File: src/rtl/auth_responder_param.sv
`timescale 1ns/1ps
// USB Type-C authentication responder: decode/validate one request, fetch payload, hold response until ack.
// Latency: 2 cycles to an error response, 3+ cycles to a fetched response; new requests are ignored while busy.
module auth_responder_param #(
    parameter int MSG_LEN          = 512,
    parameter int NUM_SLOTS        = 8,
    parameter int PROTOCOL_VERSION = 1,
    parameter int FETCH_TIMEOUT    = 64,
    parameter int ACK_TIMEOUT      = 256
) (
    input  logic                  clk,
    input  logic                  reset,
    input  logic                  req_valid_in,
    input  logic [MSG_LEN-1:0]    req_msg_in,
    input  logic                  busy_in,
    input  logic [NUM_SLOTS-1:0]  slot_mask_in,
    output logic                  payload_req_out,
    output logic [1:0]            payload_type_out,
    output logic [2:0]            payload_slot_out,
    input  logic                  payload_valid_in,
    input  logic [MSG_LEN-33:0]   payload_in,
    output logic                  resp_valid_out,
    output logic [MSG_LEN-1:0]    resp_msg_out,
    input  logic                  ack_in,
    output logic                  ack_timeout_out,
    output logic [7:0]            err_count_out,
    output logic                  busy_out
);
    localparam int PL_W   = MSG_LEN - 32;
    localparam int MAX_TO = (FETCH_TIMEOUT > ACK_TIMEOUT) ? FETCH_TIMEOUT : ACK_TIMEOUT;
    localparam int CW     = $clog2(MAX_TO + 1);
    localparam logic [CW-1:0] FETCH_LAST = CW'(FETCH_TIMEOUT - 1);
    localparam logic [CW-1:0] ACK_LAST   = CW'(ACK_TIMEOUT - 1);
    localparam logic [7:0]    PV8        = 8'(PROTOCOL_VERSION);

    typedef enum logic [1:0] {S_IDLE, S_DECODE, S_FETCH, S_RESP} state_t;

    state_t              r_state;
    state_t              w_next;
    logic [7:0]          r_ver;
    logic [7:0]          r_type;
    logic [7:0]          r_p1;
    logic [CW-1:0]       r_cnt;
    logic [MSG_LEN-1:0]  r_resp;
    logic [7:0]          r_err_cnt;
    logic                r_ack_to;

    logic [7:0]          w_err;
    logic                w_slot_ok;
    logic                w_is_dig;
    logic [7:0]          w_mask8;
    logic [31:0]         w_ok_hdr;
    logic                w_fetch_to;
    logic                w_ack_to;
    logic                w_unused;

    // Param2 and the request payload carry nothing this block needs.
    assign w_unused = ^req_msg_in[MSG_LEN-25:0];

    function automatic logic [31:0] err_hdr(input logic [7:0] code);
        return {PV8, 8'h7F, code, 8'h00};
    endfunction

    assign w_is_dig = (r_type == 8'h81);
    assign w_ok_hdr = {PV8, r_type & 8'h7F, w_is_dig ? 8'h00 : r_p1, w_is_dig ? w_mask8 : 8'h00};

    always_comb begin
        w_mask8   = 8'h00;
        w_slot_ok = 1'b0;
        for (int i = 0; i < NUM_SLOTS; i++) begin
            w_mask8[i] = slot_mask_in[i];
            if (r_p1 == 8'(i) && slot_mask_in[i]) w_slot_ok = 1'b1;
        end
        w_err = 8'h00;
        if (r_ver != PV8)                                         w_err = 8'h02;
        else if (busy_in)                                         w_err = 8'h03;
        else if (r_type != 8'h81 && r_type != 8'h82 && r_type != 8'h83) w_err = 8'h01;
        else if (!w_is_dig && !w_slot_ok)                         w_err = 8'h01;
    end

    always_comb begin
        w_next     = r_state;
        w_fetch_to = 1'b0;
        w_ack_to   = 1'b0;
        case (r_state)
            S_IDLE:   if (req_valid_in) w_next = S_DECODE;
            S_DECODE: w_next = (w_err != 8'h00) ? S_RESP : S_FETCH;
            S_FETCH: begin
                // A payload on the timeout edge takes priority over the timeout.
                if (payload_valid_in) begin
                    w_next = S_RESP;
                end else if (r_cnt == FETCH_LAST) begin
                    w_next     = S_RESP;
                    w_fetch_to = 1'b1;
                end
            end
            S_RESP: begin
                if (ack_in) begin
                    w_next = S_IDLE;
                end else if (r_cnt == ACK_LAST) begin
                    w_next   = S_IDLE;
                    w_ack_to = 1'b1;
                end
            end
            default: w_next = S_IDLE;
        endcase
    end

    always_ff @(posedge clk) begin
        if (reset) begin
            r_state   <= S_IDLE;
            r_ver     <= 8'h00;
            r_type    <= 8'h00;
            r_p1      <= 8'h00;
            r_cnt     <= '0;
            r_resp    <= '0;
            r_err_cnt <= 8'h00;
            r_ack_to  <= 1'b0;
        end else begin
            r_state  <= w_next;
            r_ack_to <= w_ack_to;
            // Counter measures residency in FETCH or RESP and restarts on every state change.
            if (w_next == r_state && (r_state == S_FETCH || r_state == S_RESP))
                r_cnt <= r_cnt + 1'b1;
            else
                r_cnt <= '0;
            case (r_state)
                S_IDLE: begin
                    if (req_valid_in) begin
                        r_ver  <= req_msg_in[MSG_LEN-1 -: 8];
                        r_type <= req_msg_in[MSG_LEN-9 -: 8];
                        r_p1   <= req_msg_in[MSG_LEN-17 -: 8];
                    end
                end
                S_DECODE: begin
                    if (w_err != 8'h00) begin
                        r_resp <= {err_hdr(w_err), {PL_W{1'b0}}};
                        if (r_err_cnt != 8'hFF) r_err_cnt <= r_err_cnt + 1'b1;
                    end
                end
                S_FETCH: begin
                    if (payload_valid_in) begin
                        r_resp <= {w_ok_hdr, payload_in};
                    end else if (w_fetch_to) begin
                        r_resp <= {err_hdr(8'h04), {PL_W{1'b0}}};
                        if (r_err_cnt != 8'hFF) r_err_cnt <= r_err_cnt + 1'b1;
                    end
                end
                S_RESP: if (w_next == S_IDLE) r_resp <= '0;
                default: ;
            endcase
        end
    end

    assign payload_req_out  = (r_state == S_FETCH);
    assign payload_type_out = (r_state == S_FETCH) ? r_type[1:0] : 2'd0;
    assign payload_slot_out = (r_state == S_FETCH && !w_is_dig) ? r_p1[2:0] : 3'd0;
    assign resp_valid_out   = (r_state == S_RESP);
    assign resp_msg_out     = r_resp;
    assign ack_timeout_out  = r_ack_to;
    assign err_count_out    = r_err_cnt;
    assign busy_out         = (r_state != S_IDLE);

endmodule

File: config.mk
export PLATFORM = sky130hd
export DESIGN_NAME = auth_responder_param
export DESIGN_NICKNAME = d
export VERILOG_FILES = /design/src/rtl/auth_responder_param.sv
export SDC_FILE = /design/constraint.sdc
export NUM_CORES = 1
export LEC_CHECK = 0
export CORE_AREA = 2 2 592 594
export CTS_CLUSTER_SIZE = 14
export DETAILED_ROUTE_END_ITERATION = 10
export DIE_AREA = 0 0 594 596
export GPL_TIMING_DRIVEN = 0
export MAX_ROUTING_LAYER = met4
export PLACE_DENSITY_LB_ADDON = 0.12
export SYNTH_ARGS = -nofsm -noshare
export SYNTH_HDL_FRONTEND = slang
export SYNTH_SLANG_ARGS = --single-unit
File: constraint.sdc
create_clock -name clk -period 3.5 [get_ports clk]
set_input_delay 0.525 -clock clk [delete_from_list [all_inputs] [get_ports clk]]
set_output_delay 0.525 -clock clk [all_outputs]
set_load 0.01 [all_outputs]
### After elaboration in Yosys (flattened, before gate mapping)

Index checks and enable logic that the tools add are counted.

* register bits after elaboration: 556
* word-level logic and storage cells: 101

* equality and inequality tests: 24
* bitwise gates (word level): 2
* $add $sub $neg: 2
* multiplexer cells: 37
* reductions and logical operators: 28

Operators by type and width (number)
* two-way mux 512 bit: 4
* one-hot mux 512 bit (3 select lines): 1
* two-way mux 8 bit: 6
* == test 8 x 3 -> 1 bit, second input constant: 4
* inequality test 8 bit, second input constant: 4
* == test 8 x 2 -> 1 bit, second input constant: 2
* two-way mux 2 bit: 8
* one-hot mux 8 bit (2 select lines): 1
* two-way mux 1 bit: 15
* logical AND 1 bit: 13
* adder 9 x 1 -> 9 bit, second input constant: 1
* == test 9 x 6 -> 1 bit, second input constant: 1
* == test 9 x 8 -> 1 bit, second input constant: 1
* adder 8 x 1 -> 8 bit, second input constant: 1
* == test 8 x 1 -> 1 bit, second input constant: 1
* == test 8 bit, second input constant: 1
* logical NOT 8 bit: 1
* inequality test 8 x 1 -> 1 bit, second input constant: 1
* one-hot mux 2 bit (4 select lines): 1
* AND reduction 4 bit: 2
* nonzero test 8 bit: 1
* == test 2 bit, second input constant: 2
* logical NOT 2 bit: 2
* inequality test 2 x 1 -> 1 bit, second input constant: 2
* other kinds (13): 17

### Logic depth before layout (Yosys ltp)

Gate-level depths: netlist of the first run.

* word-level depth: 23
* gate-level depth with buffers: 13

### Worst setup path before layout of the first run

No wires, ideal clock.

* path kind: reg-to-reg
* from: register r_p1[7]
* to: register r_resp[483] (netlist: resp_msg_out[483])
* cell stages (with the launch flop): 8
* arrival: 2.295 ns
* path slack: 1.144 ns
* data required time: 3.438 ns
* period minus slack after synthesis: 2.356 ns
* buffers on the path: 1
* path through: dfxtp_1 > or4_1 > a211o_1 > or4_4 > o21a_1 > nor3_2 > buf_4 > a22o_1

* longest elaborated chain between the ends: 22
* elaborated cells between the ends (all ways): 37
* classes of those cells: 9 x eq/ne; 14 x mux; 14 x reduce/logical

RTL lines
* start, declared: RTL line 42 `logic [7:0] r_p1;`
* start signal, assigned: RTL line 132 `r_p1 <= req_msg_in[MSG_LEN-17 -: 8];`
* logical NOT 8 bit: RTL line 72 `if (r_p1 == 8'(i) && slot_mask_in[i]) w_slot_ok = 1'b1;`
* logical AND 1 bit: RTL line 72
* two-way mux 1 bit (7 in a row): RTL line 72
* two-way mux 1 bit *: RTL line 72
* logical NOT 1 bit *: RTL line 78 `else if (!w_is_dig && !w_slot_ok) w_err = 8'h01;`
* logical AND 1 bit *: RTL line 78
* two-way mux 1 bit *: RTL line 78
* two-way mux 1 bit *: RTL line 77 `else if (r_type != 8'h81 && r_type != 8'h82 && r_type != 8'h83) w_err = 8'h01;`
* two-way mux 2 bit *: RTL line 76 `else if (busy_in) w_err = 8'h03;`
* two-way mux 2 bit *: RTL line 75 `if (r_ver != PV8) w_err = 8'h02;`
* nonzero test 8 bit *: RTL line 87, 136
* two-way mux 1 bit: RTL line 87 `S_DECODE: w_next = (w_err != 8'h00) ? S_RESP : S_FETCH;`
* one-hot mux 2 bit (4 select lines): RTL line 85 `case (r_state)`
* logical NOT 2 bit: RTL line 149 `S_RESP: if (w_next == S_IDLE) r_resp <= '0;`
* inequality test 2 x 1 -> 1 bit (no source line)
* AND reduction 4 bit (no source line) *
* end signal, assigned: RTL line 137 `r_resp <= {err_hdr(w_err), {PL_W{1'b0}}};`
* end signal, assigned: RTL line 143 `r_resp <= {w_ok_hdr, payload_in};`
* end signal, assigned: RTL line 145 `r_resp <= {err_hdr(8'h04), {PL_W{1'b0}}};`
* end, declared: RTL line 44 `logic [MSG_LEN-1:0] r_resp;`

Mark *: on every way between the ends. The rest lies on a longest branch, timed or not.
A chain may end at the register's enable or synchronous reset.

### Worst setup path in the final report of the first run

* from: register r_state[1]
* to: output payload_slot_out[1]

* longest elaborated chain between the ends: 3

RTL lines
* start, declared: RTL line 38 `state_t r_state;`
* start signal, assigned: RTL line 120 `r_state <= w_next;`
* == test 2 bit: RTL line 157 `assign payload_slot_out = (r_state == S_FETCH && !w_is_dig) ? r_p1[2:0] : 3'd0;`
* logical AND 1 bit: RTL line 157
* two-way mux 3 bit: RTL line 157
* end, declared: RTL line 19 `output logic [2:0] payload_slot_out,`

No other way between the ends.

==> results of run 1 <==
[metrics by stage]
stage                     util (%)  hold WS (ps)  cell area (um^2)  cells  worst slack [ps]
final                         11.2           302             39100   7900               201
after CTS                     11.2           213             38900   7801              3.69
after floorplan                  -           430             19700   2013              1140
after detailed placement      10.3           450             35800   7652             -1810
after global routing          11.2           233             39100   7894              11.9
after global placement        10.3           447             35800   7650             -2290
[cells in the final DEF (no fill, tap or decap), types with 4 or more instances in the layout]
| cell | instances |
|---|---|
| clkdlybuf4s50_1 | 1037 |
| dfxtp_1 | 548 |
| nor2_1 | 505 |
| a32oi_1 | 480 |
| clkbuf_1 | 123 |
| diode_2 | 99 |
| clkbuf_16 | 92 |
| buf_2 | 63 |
| nand2_1 | 61 |
| buf_4 | 51 |
| a21oi_1 | 41 |
| nor3_1 | 19 |
| clkbuf_8 | 19 |
| clkbuf_2 | 13 |
| a22o_1 | 13 |
| nor2b_1 | 11 |
| nand3_1 | 8 |
| and3_1 | 8 |
| conb_1 | 8 |
| buf_6 | 6 |
| mux2_1 | 6 |
| bufinv_16 | 6 |
| o21ai_0 | 5 |
| nand4_1 | 5 |
| and2_1 | 4 |
| inv_1 | 4 |
| clkinv_2 | 4 |
[registers in the layout (all words and copies together), names as in the netlist]
| signal | cells |
|---|---|
| r_ver | 8 |
| resp_msg_out | 504 |
| r_cnt | 9 |
| r_state | 2 |
| err_count_out | 8 |
| ack_timeout_out | 1 |
| r_p1 | 8 |
| r_type | 8 |
[cell families after synthesis]
logic type | after synthesis | share of synthesized area [%]
compound gates | 553 | 23.8
xor+xnor | 6 | 0.268
simple gates | 640 | 13.1
mux | 10 | 0.618
buf+inv | 245 | 6.07
other cells | 1 | 0.0191
fa+ha+maj | 3 | 0.191
flops | 548 | 55.9
[power groups by stage]
stage               combinational (W)  sequential [W]  clock (W)
global route                  0.00433         0.00675    0.00990
floorplan                     0.00142         0.00688          0
finish                        0.00398         0.00672    0.00920
detailed placement            0.00411         0.00685          0
CTS                           0.00417         0.00673    0.00973
global placement              0.00415         0.00685          0
[worst max-delay path by stage]
stage / to / slack (ps) / depth (start not counted)
detailed placement: resp_msg_out[454] / -1810 / 8
floorplan: resp_msg_out[483] / 1140 / 7
global route: payload_slot_out[1] / 10 / 4
global placement: resp_msg_out[394] / -2290 / 8
CTS: payload_slot_out[2] / 4 / 4
finish: payload_slot_out[1] / 200 / 4
[critical path: stages (launching register included)]
cell and delay [ps]:
dfxtp_1 520, nor2b_1 200, buf_2 310, and3_1 260, clkdlybuf4s50_1 690
[cell type report]
class                   instances  area [um^2]  share of cell area, %
diodes                         99          248                  0.633
plain buffers                 239         1240                   3.16
clock buffers                 131         2640                   6.75
flip-flops and latches        548        11000                   28.0
well taps                    4599         5750                   14.7
multi-input cells            1220         7530                   19.2
repair buffers               1044        10500                   26.8
clock inverters                16          256                  0.656
inverters                       4         15.0                 0.0384
[layer usage]
metal  vias to the layer above  part of all wire, %  track usage [%]
li1                      10000                    -                -
met1                     10300                   38             10.9
met2                      1102                   47             17.2
met3                       183                   14             6.83
met4                         0                  2.2             3.10
met5                         -                    0                -
[timing repair]
| action | in CTS | in global routing |
|---|---|---|
| gates cloned | 0 | 0 |
| hold buffers | 0 | 0 |
| resized for setup | 27 | 5 |
| buffers inserted | 4 | 0 |
| pin swaps | 1 | 0 |
| endpoints found under the setup margin | 497 | 135 |
==> impl_metrics.json, run 1 <==
{
  "hold_depth": 3,
  "avgRoutedWirePerCell_um": 24.3,
  "postSynthAreaPerCell_um2": 9.79,
  "synth_top_cell_area_share_pct": 55.9,
  "power_density_nw_per_um2": 509,
  "syn_inst": 2006,
  "rows": 217,
  "synth-seq-cells": 548,
  "seq_area_frac_synth_pct": 55.9,
  "critPathLaunchType": "flip-flop",
  "worstSetupEndpointType": "output pin",
  "hp-start": "req_msg_in[494]",
  "place_congestion": 0.780,
  "synth_most_common_cell": "dfxtp_1",
  "switching_share_pct": 31.6,
  "synthArstFlopShare_pct": 0,
  "dieHeight_um": 596,
  "crit_required_ps": 2970,
  "yosys.area.top_type": "dfxtp_1",
  "setup_viol": 0,
  "io_pins": 1535,
  "critPathArrivalTime_ps": 2770,
  "max-cap-violations": 0,
  "fmax_mhz": 303,
  "power_frac_seq_pct": 33.7,
  "drive_above_1_share_pct": 8.74,
  "netlist_area_um2": 19600,
  "first_pass_iters": 7,
  "clockBufferDepth": 4,
  "core_area_um2": 348000,
  "r2r_end": "resp_msg_out[159]",
  "via_per_inst": 2.74,
  "cts_buffers": 92,
  "rsz0062_at_grt": "no",
  "finalHoldViolCount": 0,
  "portBuffers": 1038,
  "p_switching_w": 0.00629,
  "first_global_vias": 22600,
  "cts_tree": "done",
  "drt-initial-drc-count": 1129,
  "ys_warn_count": 0,
  "finalSetupTns_ps": 0,
  "clk_latency_ps": 790,
  "crit_fanout": 10,
  "nets": 4158,
  "root_buffer": "clkbuf_16",
  "ys_types": 50,
  "relSlewSlack_pct": 30.3,
  "synthFlopType": "dfxtp_1",
  "min_to": "r_p1[6]",
  "grt_max_degree": 12,
  "synthTopCellsByArea": "dfxtp_1 56%, a32oi_1 21%, nor2_1 9.7%",
  "start_util_pct": 5.64,
  "antenna_left": 0,
  "die_w_um": 594,
  "layout_min_cycle_time_ps": 3300,
  "combinationalPowerShare_pct": 20.0,
  "worst_slew_pin_slew_ps": 1050,
  "drv_slew": 0,
  "clock_power_share_pct": 46.2,
  "path_class": "reg -> out",
  "die-area_um2": 354000,
  "outcome": "complete, no violations",
  "internal_power_w": 0.0136,
  "nFillCells": 40000,
  "routed_wl_mm": 192,
  "min_path_type": "in -> reg",
  "antenna_found_initial": 101,
  "peakVddDrop_v": 0.000349,
  "startpoint": "r_state[1]",
  "clock_sinks": 548,
  "power.leakage_nw": 12.2,
  "htreeDepth": 3,
  "synth_edf_count": 0,
  "grt.overflow.total": 0,
  "power_w": 0.0199,
  "clk_pin_slew_ps": 60,
  "grt_pass1_wl_mm": 243,
  "synthTopCellsByCount": "548 x dfxtp_1, 505 x nor2_1, 480 x a32oi_1",
  "post-route-period-util_pct": 94.3,
  "skew_ps": 58.6,
  "grt_util_all_layers_pct": 10.8,
  "r2r_setup_slack_ps": 270,
  "vias": 21600,
  "drc_errors": 0,
  "r2r-start": "r_p1[7]",
  "area_growth_pct": 99.3,
  "dp_hpwl_mm": 160,
  "rr_worst_depth": 9
}
Power figures use the tool's default switching activity.
==> run 2: changes to the inputs <==
--- a/config.mk
+++ b/config.mk
@@ -5,13 +5,14 @@
 export SDC_FILE = /design/constraint.sdc
 export NUM_CORES = 1
 export LEC_CHECK = 0
-export CORE_AREA = 2 2 592 594
-export CTS_CLUSTER_SIZE = 14
+export CORE_AREA = 2 2 605 607
+export CTS_CLUSTER_SIZE = 30
 export DETAILED_ROUTE_END_ITERATION = 10
-export DIE_AREA = 0 0 594 596
+export DIE_AREA = 0 0 607 609
 export GPL_TIMING_DRIVEN = 0
 export MAX_ROUTING_LAYER = met4
 export PLACE_DENSITY_LB_ADDON = 0.12
+export RECOVER_POWER = 50
 export SYNTH_ARGS = -nofsm -noshare
 export SYNTH_HDL_FRONTEND = slang
 export SYNTH_SLANG_ARGS = --single-unit
==> impl_metrics.json, run 2 (synthesis results as in run 1) <==
{
  "outcome": "complete, no violations",
  "rsz0062_at_grt": "no",
  "combinationalPowerShare_pct": 19.5,
  "finalHoldViolCount": 0,
  "critPathLaunchType": "flip-flop",
  "dp_hpwl_mm": 173,
  "critPathArrivalTime_ps": 3990,
  "mostFrequentLayoutCells": "547 x dfxtp_1, 525 x clkdlybuf4s50_1, 511 x dlygate4sd3_1, 505 x nor2_1, 480 x a32oi_1",
  "clk_pin_slew_ps": 50,
  "first_global_vias": 22300,
  "clockBufferDepth": 4,
  "hold_buffers": 0,
  "dieHeight_um": 609,
  "routed_wl_mm": 204,
  "setup_viol": 0,
  "multi_input_area_um2": 7530,
  "cp_cell_sequence": "or4_1 > a211o_1 > nor4_2 > o21a_1 > buf_2 > buf_4 > buf_2 > a32oi_1 > nor2_1",
  "nets": 4154,
  "core_area_um2": 364000,
  "setup_ws_ps": 209,
  "grt.overflow.total": 0,
  "nFillCells": 41900,
  "worstSetupEndpointType": "flip-flop",
  "skew_ps": 82.6,
  "root_buffer": "clkbuf_16",
  "worst_slew_pin_slew_ps": 1390,
  "layout_min_cycle_time_ps": 3290,
  "peakVddDrop_v": 0.000334,
  "cts_buffers": 91,
  "first_pass_iters": 5,
  "area_growth_pct": 99.7,
  "vias": 22000,
  "layout_commonest_cell": "dfxtp_1",
  "htreeDepth": 3,
  "relSlewSlack_pct": 7.06,
  "p_switching_w": 0.00629,
  "grt_max_degree": 20,
  "power_frac_seq_pct": 34.3,
  "grt_pass1_wl_mm": 255,
  "power.leakage_nw": 13.9,
  "crit_fanout": 11,
  "die_w_um": 607,
  "pre_cts_ws_ps": -1460,
  "drc_errors": 0,
  "antenna_left": 0,
  "utilization_pct": 10.8,
  "path_class": "reg -> reg",
  "switching_share_pct": 32.1,
  "avgRoutedWirePerCell_um": 25.2,
  "crit_top_cell": "buf_2",
  "antenna_found_initial": 119,
  "drv_slew": 0,
  "io_pins": 1535,
  "post-route-period-util_pct": 94.0,
  "crit_slowest_cell": "or4_1",
  "clk_latency_ps": 820,
  "seq_area_um2": 11000,
  "start_util_pct": 5.39,
  "grt_util_all_layers_pct": 10.9,
  "drt-initial-drc-count": 1204,
  "cts_tree": "done",
  "internal_power_w": 0.0133,
  "min_path_type": "in -> reg",
  "cpPeakStageDelay_ps": 600,
  "die-area_um2": 370000,
  "clock_sinks": 548,
  "clock_power_share_pct": 46.2,
  "rows": 222,
  "place_congestion": 0.746,
  "largest_register_ffs": 504,
  "fmax_mhz": 304,
  "via_per_inst": 2.72,
  "max-cap-violations": 0,
  "crit_required_ps": 4200,
  "power_density_nw_per_um2": 501,
  "portBuffers": 1038,
  "drive_above_1_share_pct": 8.61
}
## run 2: cell types whose count changed in the layout (fill, tap and decap cells not counted), moves of 7 or more
cell,previous run,this run
clkbuf_2,13,6
clkbuf_1,123,133
clkdlybuf4s50_1,1037,525
clkinv_2,4,12
dlygate4sd3_1,0,511
diode_2,99,66
## run 2: layout make-up
| cell class | count | area share [%] |
|---|---|---|
| Antenna cell | 66 | 0.421 |
| Inverter | 4 | 0.0383 |
| Clock inverter | 23 | 0.635 |
| Timing Repair Buffer | 1041 | 26.6 |
| Clock buffer | 132 | 6.66 |
| Tap cell | 4816 | 15.4 |
| Multi-Input combinational cell | 1220 | 19.2 |
| Sequential cell | 548 | 28.0 |
| Buffer | 239 | 3.06 |
## run 2: final timing paths
check                   from           endpoint  slack (ps)  depth (start not counted)
min reg2reg         r_ver[4]           r_ver[4]         460                          2
min          req_msg_in[502]          r_type[6]         260                          3
max                  r_p1[3]  resp_msg_out[349]         210                          9
max reg2reg          r_p1[3]  resp_msg_out[349]         210                          9
## run 2: critical path: cells and delay by family, from the launching register on
kind            cells  cell delay (ps)
compound gates      3              650
buf+inv             3             1030
flops               1              330
simple gates        3             1080
## run 2: layer usage
layer  GRT usage, %  vias to the layer above  share of wire, %
li1               -                     9985                 -
met1           11.7                    10700                38
met2           19.3                     1019                51
met3           4.29                      232               9.8
met4           1.75                        0               1.7
met5              -                        -                 0
## run 2: through the flow
stage | hold slack [ps] | instances | instance area (um^2) | total power, W | TNS (ps)
after global routing | 192 | 8066 | 39100 | 0.0207 | 0
after detailed placement | 450 | 7867 | 36100 | 0.0109 | -408040
final | 255 | 8089 | 39200 | 0.0196 | 0
after global placement | 452 | 7867 | 36100 | 0.0109 | -584910
after CTS | 155 | 8023 | 39000 | 0.0204 | 0
after floorplan | 430 | 2013 | 19700 | 0.00830 | 0
## run 2: timing repair
action	4_1_cts	5_1_grt
pin swaps	1	0
setup buffers	3	0
resized for setup	20	1
endpoints found under the setup margin	500	1
## run 2: power by group through the flow
stage / clock [W] / combinational (W) / sequential, W
finish: 0.00907 / 0.00383 / 0.00673
global route: 0.00977 / 0.00417 / 0.00676
CTS: 0.00960 / 0.00409 / 0.00675
detailed placement: 0 / 0.00405 / 0.00687
global placement: 0 / 0.00407 / 0.00687
floorplan: 0 / 0.00142 / 0.00688
==> run 3: changes to the inputs <==
--- a/config.mk
+++ b/config.mk
@@ -5,6 +5,7 @@
 export SDC_FILE = /design/constraint.sdc
 export NUM_CORES = 1
 export LEC_CHECK = 0
+export ABC_CLOCK_PERIOD_IN_PS = 3500
 export CORE_AREA = 2 2 605 607
 export CTS_CLUSTER_SIZE = 30
 export DETAILED_ROUTE_END_ITERATION = 10
==> results of run 3 <==
No change in the layout: final DEF, timing and power equal those of run 2.
